<file path="src/rtl/uc_gera_asteroides_n_pkg.sv">
// uc_gera_asteroides_n_pkg: state codes and defaults shared by the asteroid spawn controller.
package uc_gera_asteroides_n_pkg;
   localparam int N_SLOTS_DEF = 8;
   typedef enum logic [3:0] {
      INICIAL    = 4'h0,
      ESPERA     = 4'h1,
      CARREGA    = 4'h2,
      VERIFICA   = 4'h3,
      PROXIMO    = 4'h4,
      SALVA      = 4'h5,
      ESPERA_MEM = 4'h6,
      SINALIZA   = 4'h7,
      ERRO       = 4'hF
   } estado_t;
endpackage

</file>
<file path="src/rtl/uc_gera_asteroides_n_contador.sv">
// uc_gera_asteroides_n_contador: modulo-M up-counter with synchronous clear and enable.
module uc_gera_asteroides_n_contador #(
   parameter int M = 2,
   parameter int W = 1
)(
   input  logic clock_i,
   input  logic reset_n_i,
   input  logic clr_i,
   input  logic en_i,
   output logic fim_o
);
   logic [W-1:0] cnt_q, cnt_d;
   assign fim_o = cnt_q == W'(M - 1);
   assign cnt_d = clr_i ? '0 : !en_i ? cnt_q : fim_o ? '0 : cnt_q + 1'b1;
   always_ff @(posedge clock_i or negedge reset_n_i) begin
      if (!reset_n_i) cnt_q <= '0;
      else            cnt_q <= cnt_d;
   end
endmodule

</file>
<file path="src/rtl/uc_gera_asteroides_n.sv">
// uc_gera_asteroides_n: places up to quantidade asteroids in free slots per request,
// scanning round-robin from the slot after the last one written.
module uc_gera_asteroides_n
   import uc_gera_asteroides_n_pkg::*;
#(
   parameter int N_SLOTS = N_SLOTS_DEF,
   parameter int MEM_LAT = 1,
   parameter int PERIODO = 64,
   localparam int IW = $clog2(N_SLOTS),
   localparam int QW = $clog2(N_SLOTS + 1)
)(
   input  logic               clock_i,
   input  logic               reset_n_i,
   input  logic               gera_asteroide_i,
   input  logic               modo_auto_i,
   input  logic [QW-1:0]      quantidade_i,
   input  logic [N_SLOTS-1:0] ocupado_i,
   output logic               busy_o,
   output logic               enable_mem_aste_o,
   output logic               enable_load_aste_o,
   output logic [IW-1:0]      endereco_aste_o,
   output logic               fim_gera_asteroide_o,
   output logic               cheio_o,
   output logic [QW-1:0]      num_gerados_o,
   output logic [3:0]         db_estado_o
);
   localparam logic [IW:0]   FULL = (IW + 1)'(N_SLOTS);
   localparam logic [IW-1:0] LAST = IW'(N_SLOTS - 1);

   estado_t            state_q, state_d;
   logic [IW-1:0]      idx_q, ptr_q, end_q, idx_inc;
   logic [IW:0]        varridos_q;
   logic [QW-1:0]      restante_q, num_q;
   logic [N_SLOTS-1:0] reserva_q;
   logic               strobe_q, fim_q, busy_q, cheio_q;
   logic               timer_fim, wcnt_fim, pedido, livre;

   uc_gera_asteroides_n_contador #(.M(PERIODO), .W($clog2(PERIODO))) u_timer (
      .clock_i   (clock_i),
      .reset_n_i (reset_n_i),
      .clr_i     (state_q == INICIAL || state_q == SINALIZA || !modo_auto_i),
      .en_i      (state_q == ESPERA),
      .fim_o     (timer_fim)
   );

   uc_gera_asteroides_n_contador #(.M(MEM_LAT), .W($clog2(MEM_LAT + 1))) u_wcnt (
      .clock_i   (clock_i),
      .reset_n_i (reset_n_i),
      .clr_i     (state_q == SALVA),
      .en_i      (state_q == ESPERA_MEM),
      .fim_o     (wcnt_fim)
   );

   assign idx_inc = (idx_q == LAST) ? '0 : idx_q + 1'b1;
   // reserva hides slots written this request even if ocupado has not caught up yet
   assign livre   = !(ocupado_i[idx_q] || reserva_q[idx_q]);
   assign pedido  = gera_asteroide_i || (modo_auto_i && timer_fim);

   always_comb begin
      state_d = ERRO;
      case (state_q)
         INICIAL:    state_d = ESPERA;
         ESPERA:     state_d = pedido ? CARREGA : ESPERA;
         CARREGA:    state_d = VERIFICA;
         VERIFICA:   state_d = (restante_q == '0 || varridos_q == FULL) ? SINALIZA : livre ? SALVA : PROXIMO;
         PROXIMO:    state_d = VERIFICA;
         SALVA:      state_d = ESPERA_MEM;
         ESPERA_MEM: state_d = wcnt_fim ? VERIFICA : ESPERA_MEM;
         SINALIZA:   state_d = ESPERA;
         default:    state_d = ERRO;
      endcase
   end

   always_ff @(posedge clock_i or negedge reset_n_i) begin
      if (!reset_n_i) begin
         state_q    <= INICIAL;
         idx_q      <= '0;
         ptr_q      <= '0;
         end_q      <= '0;
         varridos_q <= '0;
         restante_q <= '0;
         num_q      <= '0;
         reserva_q  <= '0;
         strobe_q   <= 1'b0;
         fim_q      <= 1'b0;
         busy_q     <= 1'b0;
         cheio_q    <= 1'b0;
      end else begin
         state_q  <= state_d;
         strobe_q <= state_d == SALVA;
         fim_q    <= state_d == SINALIZA;
         busy_q   <= !(state_d inside {INICIAL, ESPERA});
         if (state_d == SALVA) end_q <= idx_q;
         if (state_q == CARREGA) begin
            restante_q <= quantidade_i;
            idx_q      <= ptr_q;
            varridos_q <= '0;
            reserva_q  <= '0;
            cheio_q    <= 1'b0;
            num_q      <= '0;
         end
         if (state_q == VERIFICA && state_d == SINALIZA && restante_q != '0) cheio_q <= 1'b1;
         if (state_q == PROXIMO) begin
            idx_q      <= idx_inc;
            varridos_q <= varridos_q + 1'b1;
         end
         if (state_q == SALVA) begin
            reserva_q[idx_q] <= 1'b1;
            restante_q       <= restante_q - 1'b1;
            num_q            <= num_q + 1'b1;
            varridos_q       <= '0;
            ptr_q            <= idx_inc;
            idx_q            <= idx_inc;
         end
      end
   end

   assign busy_o               = busy_q;
   assign enable_mem_aste_o    = strobe_q;
   assign enable_load_aste_o   = strobe_q;
   assign endereco_aste_o      = end_q;
   assign fim_gera_asteroide_o = fim_q;
   assign cheio_o              = cheio_q;
   assign num_gerados_o        = num_q;
   assign db_estado_o          = state_q;
endmodule

</file>
<file path="config.mk">
export PLATFORM = sky130hd
export DESIGN_NAME = uc_gera_asteroides_n
export DESIGN_NICKNAME = d
export VERILOG_FILES = /design/src/rtl/uc_gera_asteroides_n_pkg.sv /design/src/rtl/uc_gera_asteroides_n_contador.sv /design/src/rtl/uc_gera_asteroides_n.sv
export SDC_FILE = /design/constraint.sdc
export NUM_CORES = 1
export LEC_CHECK = 0
export ABC_AREA = 1
export ABC_CLOCK_PERIOD_IN_PS = 1400
export CAP_MARGIN = 20
export CORE_ASPECT_RATIO = 2
export CORE_UTILIZATION = 25
export CTS_CLUSTER_DIAMETER = 40
export DETAILED_ROUTE_END_ITERATION = 10
export PLACE_DENSITY = 0.55
export SKIP_LAST_GASP = 1
export SYNTH_ARGS = -nofsm -noshare
export SYNTH_HDL_FRONTEND = slang
export SYNTH_SLANG_ARGS = --single-unit
</file>
<file path="constraint.sdc">
create_clock -name clock_i -period 1.4 [get_ports clock_i]
set_input_delay 0.28 -clock clock_i [delete_from_list [all_inputs] [get_ports clock_i]]
set_output_delay 0.28 -clock clock_i [all_outputs]
set_load 0.03 [all_outputs]
</file>
==> results of run 1 <==
==> final timing paths <==
path / endpoint
setup / recovery: ptr_q[0]
hold / removal: num_gerados_o[1]
setup reg to reg: ptr_q[0]
hold reg to reg: ptr_q[0]
max in group asynchronous: idx_q[2]
min in group clock_i: ptr_q[0]
==> what timing repair did <==
item / 4_1_cts / 5_1_grt
endpoints found under the hold margin: 43 / 0
hold buffers: 1 / 0
resized for setup: 30 / 78
buffers inserted: 2 / 13
pin swaps: 6 / 29
endpoints found under the setup margin: 33 / 31
==> cell families after synthesis <==
family          Yosys count  synth area share
fa+ha+maj                 8           0.04415
buf+inv                  46           0.08167
simple gates            126            0.2566
xor+xnor                  9           0.03477
flops                    43            0.4746
compound gates           42            0.1082
==> routing by layer <==
metal  up-vias  share of wire  GRT usage
li1       1073              -          -
met1      1038           0.36     0.1179
met2        28           0.58     0.2540
met3        11          0.021    0.01915
met4         0          0.030    0.06463
met5         -              0          0
==> power breakdown <==
part | internal (uW) | switching [uW] | total (uW)
Combinational | 2010 | 2370 | 4380
Sequential | 1710 | 377 | 2080
Clock | 708 | 490 | 1200
Total | 4420 | 3240 | 7660
==> registers in the layout, summed over array words and instances, names as in the netlist <==
signal and cells:
reserva_q 8, u_timer.cnt_q 6, db_estado_o 4, num_gerados_o 4, restante_q 4, varridos_q 4, endereco_aste_o 3, idx_q 3
ptr_q 3, busy_o 1, cheio_o 1, enable_load_aste_o 1, fim_gera_asteroide_o 1
==> worst min-delay path, cell delays in order <==
cell	delay (ps)
dlygate4sd3_1	520
buf_2	120
buf_12	230
==> through the flow <==
step | instances | hold WS, ps | cell area, sq um | TNS, ps
6_report | 470 | 482.6 | 3601 | -654.6
3_3_place_gp | 446 | 275.0 | 3030 | -1417
3_5_place_dp | 446 | 276.1 | 3030 | -1423
2_1_floorplan | 274 | -15.59 | 2278 | -131.5
4_1_cts | 457 | 493.0 | 3264 | -302.9
5_1_grt | 470 | 519.9 | 3601 | -2658
==> layout make-up <==
type / count / share of cell area
clock inverter: 1 / 0.001390
inverter: 41 / 0.04899
timing repair buffer: 93 / 0.2345
clock buffer: 7 / 0.03961
multi-input combinational: 185 / 0.3395
sequential: 43 / 0.3013
tap: 100 / 0.03475
==> cells in the final DEF (no fill, tap or decap), types with 9 or more instances in the layout <==
master            n
buf_4            51
nand2_1          45
dfrtp_1          36
inv_1            29
nand3_1          24
clkdlybuf4s50_1  14
nand2_2          13
buf_6            13
nor2_1           12
o21ai_1          11
o21ai_0          10
nor2_4            9
==> flow_summary.html, run 1 <==
<table>
<tr><th>Metric</th><th>Value</th></tr>
<tr><th colspan="2">Outcome</th></tr>
<tr><td>Run status</td><td>complete, but fails checks</td></tr>
<tr><td>Violated checks</td><td>negative setup slack</td></tr>
<tr><th colspan="2">Finish</th></tr>
<tr><td>Layout filler cell count</td><td>812</td></tr>
<tr><td>Diode insertion count for antenna repair</td><td>0</td></tr>
<tr><td>Net total in the final layout</td><td>393</td></tr>
<tr><td>Fin util</td><td>0.4135</td></tr>
<tr><td>Sequential Area</td><td>1085 sq um</td></tr>
<tr><td>Synthesis-to-finish area growth</td><td>58.83%</td></tr>
<tr><td>Share of cells above drive strength 1</td><td>0.4189</td></tr>
<tr><td>Multi-input gate area</td><td>1222 sq um</td></tr>
<tr><th colspan="2">Placed design</th></tr>
<tr><td>HPWL after DPL</td><td>4.280 mm</td></tr>
<tr><td>Number of port buffers</td><td>31</td></tr>
<tr><td>Placer's final routability congestion estimate</td><td>0.7693</td></tr>
<tr><td>Dpl ws</td><td>-152.5 ps</td></tr>
<tr><th colspan="2">Yosys</th></tr>
<tr><td>Net count of the mapped netlist</td><td>298</td></tr>
<tr><td>Fraction of post-synthesis cell area in the top cell type by area</td><td>0.4746</td></tr>
<tr><td>Dominant cell by count in the synthesized netlist</td><td>nand2_1</td></tr>
<tr><td>Mean area per synthesized cell</td><td>8.274 sq um</td></tr>
<tr><td>Top FF cell, synth</td><td>dfrtp_1</td></tr>
<tr><td>Fraction of synthesis flops using an asynchronous set or reset pin</td><td>1.000</td></tr>
<tr><td>Share of synthesized area occupied by flip-flops and latches</td><td>0.4746</td></tr>
<tr><td>Number of enable flip-flop cells after synthesis</td><td>0</td></tr>
<tr><td>Cell count after synthesis</td><td>274</td></tr>
<tr><td>Warnings, synthesis</td><td>0</td></tr>
<tr><td>Flip-flop and latch count after synthesis</td><td>43</td></tr>
<tr><td>Dominant cells by area after synthesis</td><td>dfrtp_1, nand2_1, nand3_1</td></tr>
<tr><td>Cell taking the most area after synthesis</td><td>dfrtp_1</td></tr>
<tr><td>Number of different library cells in the post-synthesis netlist</td><td>29</td></tr>
<tr><td>Most numerous cell types in the synthesized netlist</td><td>nand2_1, dfrtp_1, inv_1, nand3_1, o21ai_0</td></tr>
<tr><td>Netlist area before placement</td><td>2267 sq um</td></tr>
<tr><th colspan="2">Timing</th></tr>
<tr><td>Fraction of the cycle the final worst path needs</td><td>1.071</td></tr>
<tr><td>Minimum clock period</td><td>1499 ps</td></tr>
<tr><td>RSZ-0062 raised after global routing</td><td>yes</td></tr>
<tr><td>Setup Skew</td><td>6.054 ps</td></tr>
<tr><td>Final hold violation count</td><td>0</td></tr>
<tr><td>Slew @ Worst Pin</td><td>303.8 ps</td></tr>
<tr><td>Pins Over Slew Limit</td><td>0</td></tr>
<tr><td>Final setup violation count</td><td>14</td></tr>
<tr><td>Fmax</td><td>0.6670 GHz</td></tr>
<tr><td>Remaining max-slew budget at the tightest pin</td><td>0.7983</td></tr>
<tr><td>Final WS setup</td><td>-99.29 ps</td></tr>
<tr><th colspan="2">Clock network</th></tr>
<tr><td>CTS Buf Count</td><td>5</td></tr>
<tr><td>Clk Latency, worst-skew pair</td><td>290 ps</td></tr>
<tr><td>H-tree lvl count</td><td>2</td></tr>
<tr><td>Clk sinks</td><td>43</td></tr>
<tr><td>Clock Tree Buf Depth</td><td>2</td></tr>
<tr><td>Root buf cell</td><td>clkbuf_16</td></tr>
<tr><td>Clock-pin slew on the worst setup and hold paths</td><td>60 ps</td></tr>
<tr><td>TritonCTS clock tree</td><td>done</td></tr>
<tr><th colspan="2">Route</th></tr>
<tr><td>Remaining DRCs</td><td>0</td></tr>
<tr><td>Total via count in the routed design</td><td>2150</td></tr>
<tr><td>Average wire per standard cell</td><td>12.58 um</td></tr>
<tr><td>Overall routed net length</td><td>5.913 mm</td></tr>
<tr><td>Number of design-rule violations left by the first detailed-router iteration</td><td>66</td></tr>
<tr><td>Remaining number of nets flagged by the antenna check after routing</td><td>0</td></tr>
<tr><td>Post-DR vias/cell</td><td>4.574</td></tr>
<tr><td>Number of detailed-routing iterations run before antenna repair</td><td>4</td></tr>
<tr><th colspan="2">Critical path</th></tr>
<tr><td>Crit-path leading delay family</td><td>simple AND/OR/NAND/NOR gates</td></tr>
<tr><td>CP bufs+invs</td><td>2</td></tr>
<tr><td>Total number of cells along the worst setup path</td><td>6</td></tr>
<tr><td>Arr. time, crit path</td><td>1720 ps</td></tr>
<tr><td>Start point of the critical path</td><td>db_estado_o[3]</td></tr>
<tr><td>Worst R2R Setup Slack</td><td>-100 ps</td></tr>
<tr><td>Cells on worst reg2reg path</td><td>6</td></tr>
<tr><td>CP Data Required Time</td><td>1620 ps</td></tr>
<tr><td>CP max stage delay</td><td>440 ps</td></tr>
<tr><td>Critical-path maximum fanout</td><td>5</td></tr>
<tr><td>Startpoint of the lowest-slack register-to-register path</td><td>db_estado_o[3]</td></tr>
<tr><td>Critical Path Slowest Stage Cell</td><td>dfrtp_2</td></tr>
<tr><td>Crit Path Category</td><td>reg2reg</td></tr>
<tr><td>Nature of the critical path endpoint</td><td>flip-flop</td></tr>
<tr><td>Sequence of cells on the critical path</td><td>buf_12 -&gt; nor2_4 -&gt; nand2_2 -&gt; buf_6 -&gt; or3_4 -&gt; o21ai_2</td></tr>
<tr><td>Type of origin of the critical path</td><td>flip-flop</td></tr>
<tr><th colspan="2">Floorplanning</th></tr>
<tr><td>Die Ht</td><td>136.7 um</td></tr>
<tr><td>Full die area</td><td>9476 sq um</td></tr>
<tr><td>Starting density of the core</td><td>0.2603</td></tr>
<tr><td>FP Rows</td><td>48</td></tr>
<tr><td>Die width</td><td>69.34 um</td></tr>
<tr><td>Core area</td><td>8708 sq um</td></tr>
<tr><td>Top Ports</td><td>32</td></tr>
<tr><th colspan="2">Global routing</th></tr>
<tr><td>Total overflow reported by the global router</td><td>0</td></tr>
<tr><td>Antenna violations before repair</td><td>0</td></tr>
<tr><td>Global-route wire length before repair</td><td>9.425 mm</td></tr>
<tr><td>Overall Global Routing Usage</td><td>0.1257</td></tr>
<tr><td>Vias in the first global route</td><td>2165</td></tr>
<tr><td>Pin count of the biggest net entering global routing</td><td>44</td></tr>
<tr><th colspan="2">Power and ir drop</th></tr>
<tr><td>PnR Total Power</td><td>7663 uW</td></tr>
<tr><td>Power Dens Cells</td><td>2128 nW/um^2</td></tr>
<tr><td>Leak</td><td>0.001744 uW</td></tr>
<tr><td>Worst vdd rail ir drop</td><td>709.1 uV</td></tr>
<tr><th colspan="2">Worst hold path</th></tr>
<tr><td>Worst min path class</td><td>in2async</td></tr>
<tr><th colspan="2">Job</th></tr>
<tr><td>Max-cap violations</td><td>0</td></tr>
</table>
Power figures use the tool's default switching activity.
==> inputs of run 2 (changes only) <==
- CELL_PAD_IN_SITES_DETAIL_PLACEMENT: unset -> 0
- CELL_PAD_IN_SITES_GLOBAL_PLACEMENT: unset -> 1
- PLACE_DENSITY: 0.55 -> 0.66
==> flow_summary.html, run 2 (synthesis results as in run 1) <==
<table>
<tr><th>Metric</th><th>Value</th></tr>
<tr><th colspan="2">Outcome</th></tr>
<tr><td>Run status</td><td>complete, but fails checks (unchanged)</td></tr>
<tr><td>Violated checks</td><td>negative setup slack (unchanged)</td></tr>
<tr><th colspan="2">Finish</th></tr>
<tr><td>Area of all placed cells without fillers</td><td>3613 sq um (was 3601 sq um)</td></tr>
<tr><td>Synthesis-to-finish area growth</td><td>59.38% (was 58.83%)</td></tr>
<tr><td>Diode insertion count for antenna repair</td><td>0 (unchanged)</td></tr>
<tr><td>Net total in the final layout</td><td>398 (was 393)</td></tr>
<tr><td>Register name with the most flops</td><td>reserva_q (unchanged)</td></tr>
<tr><td>Most frequent standard cell in the layout excluding fill and tap cells</td><td>buf_4 (unchanged)</td></tr>
<tr><td>Layout filler cell count</td><td>851 (was 812)</td></tr>
<tr><td>Highest-count cells in the layout ignoring fill and taps</td><td>buf_4, nand2_1, dfrtp_1, inv_1, nand3_1 (unchanged)</td></tr>
<tr><td>Largest registers in the final layout</td><td>reserva_q (8), u_timer.cnt_q (6) (unchanged)</td></tr>
<tr><td>Flip-flop count of the largest register, all copies and words added</td><td>8 (unchanged)</td></tr>
<tr><td>Share of cells above drive strength 1</td><td>0.4080 (was 0.4189)</td></tr>
<tr><th colspan="2">Floorplanning</th></tr>
<tr><td>Die Ht</td><td>136.7 um (unchanged)</td></tr>
<tr><td>Die width</td><td>69.34 um (unchanged)</td></tr>
<tr><td>Starting density of the core</td><td>0.2603 (unchanged)</td></tr>
<tr><td>Top Ports</td><td>32 (unchanged)</td></tr>
<tr><td>Full die area</td><td>9476 sq um (unchanged)</td></tr>
<tr><td>Core area</td><td>8708 sq um (unchanged)</td></tr>
<tr><td>FP Rows</td><td>48 (unchanged)</td></tr>
<tr><th colspan="2">Power and ir drop</th></tr>
<tr><td>Leak</td><td>0.001754 uW (was 0.001744 uW)</td></tr>
<tr><td>Power share of the clock group</td><td>0.177 (was 0.156)</td></tr>
<tr><td>Power Dens Cells</td><td>2197 nW/um^2 (was 2128 nW/um^2)</td></tr>
<tr><td>Internal power consumption</td><td>4655 uW (was 4422 uW)</td></tr>
<tr><td>Proportion of power drawn by combinational gates</td><td>0.559 (was 0.572)</td></tr>
<tr><td>Worst vdd rail ir drop</td><td>755.3 uV (was 709.1 uV)</td></tr>
<tr><td>PnR Total Power</td><td>7937 uW (was 7663 uW)</td></tr>
<tr><td>Switching portion of total power</td><td>0.4136 (was 0.4230)</td></tr>
<tr><td>Relative contribution of sequential cells to total power</td><td>0.264 (was 0.272)</td></tr>
<tr><td>Net Sw Power</td><td>3283 uW (was 3242 uW)</td></tr>
<tr><th colspan="2">Timing</th></tr>
<tr><td>Slew @ Worst Pin</td><td>338.5 ps (was 303.8 ps)</td></tr>
<tr><td>Pins Over Slew Limit</td><td>0 (unchanged)</td></tr>
<tr><td>Remaining max-slew budget at the tightest pin</td><td>0.7743 (was 0.7983)</td></tr>
<tr><td>Final TNS setup</td><td>-497.9 ps (was -654.6 ps)</td></tr>
<tr><td>Fmax</td><td>0.6527 GHz (was 0.6670 GHz)</td></tr>
<tr><td>Final WS setup</td><td>-132.1 ps (was -99.29 ps)</td></tr>
<tr><td>Minimum clock period</td><td>1532 ps (was 1499 ps)</td></tr>
<tr><td>Fraction of the cycle the final worst path needs</td><td>1.094 (was 1.071)</td></tr>
<tr><td>Final hold violation count</td><td>0 (unchanged)</td></tr>
<tr><td>Hold slack final</td><td>427.8 ps (was 482.6 ps)</td></tr>
<tr><td>Final setup violation count</td><td>11 (was 14)</td></tr>
<tr><td>Setup Skew</td><td>3.550 ps (was 6.054 ps)</td></tr>
<tr><td>RSZ-0062 raised after global routing</td><td>yes (unchanged)</td></tr>
<tr><th colspan="2">Route</th></tr>
<tr><td>Number of design-rule violations left by the first detailed-router iteration</td><td>78 (was 66)</td></tr>
<tr><td>Remaining DRCs</td><td>0 (unchanged)</td></tr>
<tr><td>Post-DR vias/cell</td><td>4.592 (was 4.574)</td></tr>
<tr><td>Overall routed net length</td><td>6.353 mm (was 5.913 mm)</td></tr>
<tr><td>Average wire per standard cell</td><td>13.37 um (was 12.58 um)</td></tr>
<tr><td>Number of detailed-routing iterations run before antenna repair</td><td>4 (unchanged)</td></tr>
<tr><td>Remaining number of nets flagged by the antenna check after routing</td><td>0 (unchanged)</td></tr>
<tr><td>Total via count in the routed design</td><td>2181 (was 2150)</td></tr>
<tr><th colspan="2">Clock network</th></tr>
<tr><td>TritonCTS clock tree</td><td>done (unchanged)</td></tr>
<tr><td>Clk sinks</td><td>43 (unchanged)</td></tr>
<tr><td>Root buf cell</td><td>clkbuf_16 (unchanged)</td></tr>
<tr><td>Clk Latency, worst-skew pair</td><td>290 ps (about the same)</td></tr>
<tr><td>Clock Tree Buf Depth</td><td>2 (unchanged)</td></tr>
<tr><td>Clock-pin slew on the worst setup and hold paths</td><td>60 ps (about the same)</td></tr>
<tr><td>CTS Buf Count</td><td>5 (unchanged)</td></tr>
<tr><td>H-tree lvl count</td><td>2 (unchanged)</td></tr>
<tr><th colspan="2">Global routing</th></tr>
<tr><td>Pin count of the biggest net entering global routing</td><td>32 (was 44)</td></tr>
<tr><td>Vias in the first global route</td><td>2278 (was 2165)</td></tr>
<tr><td>Overall Global Routing Usage</td><td>0.1429 (was 0.1257)</td></tr>
<tr><td>Total overflow reported by the global router</td><td>0 (unchanged)</td></tr>
<tr><td>Global-route wire length before repair</td><td>10.53 mm (was 9.425 mm)</td></tr>
<tr><td>Antenna violations before repair</td><td>0 (unchanged)</td></tr>
<tr><th colspan="2">Critical path</th></tr>
<tr><td>Critical-path maximum fanout</td><td>5 (unchanged)</td></tr>
<tr><td>Worst R2R Setup Slack</td><td>-130 ps (was -100 ps)</td></tr>
<tr><td>Nature of the critical path endpoint</td><td>flip-flop (unchanged)</td></tr>
<tr><td>Startpoint of the lowest-slack register-to-register path</td><td>db_estado_o[1] (was db_estado_o[3])</td></tr>
<tr><td>Worst reg2reg endpoint</td><td>endereco_aste_o[1] (was ptr_q[0])</td></tr>
<tr><td>Type of origin of the critical path</td><td>flip-flop (unchanged)</td></tr>
<tr><td>Arr. time, crit path</td><td>1710 ps (was 1720 ps)</td></tr>
<tr><td>Cells on worst reg2reg path</td><td>9 (was 6)</td></tr>
<tr><td>Crit Path Category</td><td>reg2reg (unchanged)</td></tr>
<tr><td>CP Data Required Time</td><td>1580 ps (was 1620 ps)</td></tr>
<tr><th colspan="2">Placed design</th></tr>
<tr><td>Placer's final routability congestion estimate</td><td>0.8163 (was 0.7693)</td></tr>
<tr><td>Dpl ws</td><td>-217.4 ps (was -152.5 ps)</td></tr>
<tr><td>Placed instance area</td><td>3080 sq um (was 3030 sq um)</td></tr>
<tr><td>Number of port buffers</td><td>31 (unchanged)</td></tr>
<tr><td>HPWL after DPL</td><td>4.682 mm (was 4.280 mm)</td></tr>
<tr><th colspan="2">Job</th></tr>
<tr><td>Max-cap violations</td><td>0 (unchanged)</td></tr>
<tr><th colspan="2">Worst hold path</th></tr>
<tr><td>Worst min path class</td><td>in2async (unchanged)</td></tr>
</table>
-- run 2: cell types whose count changed in the layout (fill, tap and decap cells not counted), sizes merged --
cell	before	now
buf	70	74
bufinv	0	1
clkbuf	7	6
clkdlybuf4s15	0	1
-- run 2: worst max path at each step --
stage	start	end	slack, ps	cells past startpoint
after CTS	idx_q[0]	endereco_aste_o[0]	-140	11
after detailed placement	ocupado_i[0]	endereco_aste_o[0]	-220	11
after floorplan	db_estado_o[2]	endereco_aste_o[0]	-40	10
final	db_estado_o[1]	endereco_aste_o[1]	-130	9
after global placement	idx_q[0]	endereco_aste_o[0]	-190	9
after global routing	u_timer.cnt_q[0]	endereco_aste_o[1]	-190	11
-- run 2: critical path, stage by stage (launching register included) --
cell     delay [ps]
dfrtp_2         480
buf_6           140
nand3_1         130
a21oi_4          60
nor2_4          140
nand2_2          90
nor2_4          170
nand2_4          90
nand2_1          70
nand2_1          50
-- run 2: area by class of cell --
class                           instances  area [sq um]  area share
Tap cell                              100         125.1     0.03463
Clock buffer                            6         138.9     0.03843
Timing Repair Buffer                   98         833.3      0.2306
Clock inverter                          2         35.03    0.009695
Inverter                               41         176.4     0.04882
Sequential cell                        43          1085      0.3002
Multi-Input combinational cell        185          1220      0.3376
-- run 2: power by group through the flow --
stage,registers [uW],clock network (uW),logic [uW]
final,2090,1410,4440
after detailed placement,2070,0,3670
after global routing,2160,1480,4870
after global placement,2060,0,3620
after floorplan,2300,0,1700
after CTS,2060,1450,3840
-- run 2: repair_timing --
action | 4_1_cts | 5_1_grt
pin swaps | 12 | 29
endpoints found under the setup margin | 27 | 26
resized for setup | 36 | 59
hold buffers | 1 | 0
setup buffers | 3 | 10
endpoints found under the hold margin | 12 | 0
-- run 2: per-stage QoR --
| step | cells | util |
|---|---|---|
| global placement | 454 | 0.3537 |
| detailed placement | 454 | 0.3537 |
| floorplan | 274 | - |
| finish | 475 | 0.4149 |
| global route | 475 | 0.4149 |
| CTS | 466 | 0.3839 |
-- run 2: routing by layer --
layer  global-route usage  wire, um  share of wire  vias to the layer above
met5                    0         0              0                        -
met4              0.08503       223          0.035                        0
met3              0.02651       145          0.023                       15
met2               0.2810      3733           0.59                       37
met1               0.1330      2250           0.35                     1046
li1                     -         -              -                     1083
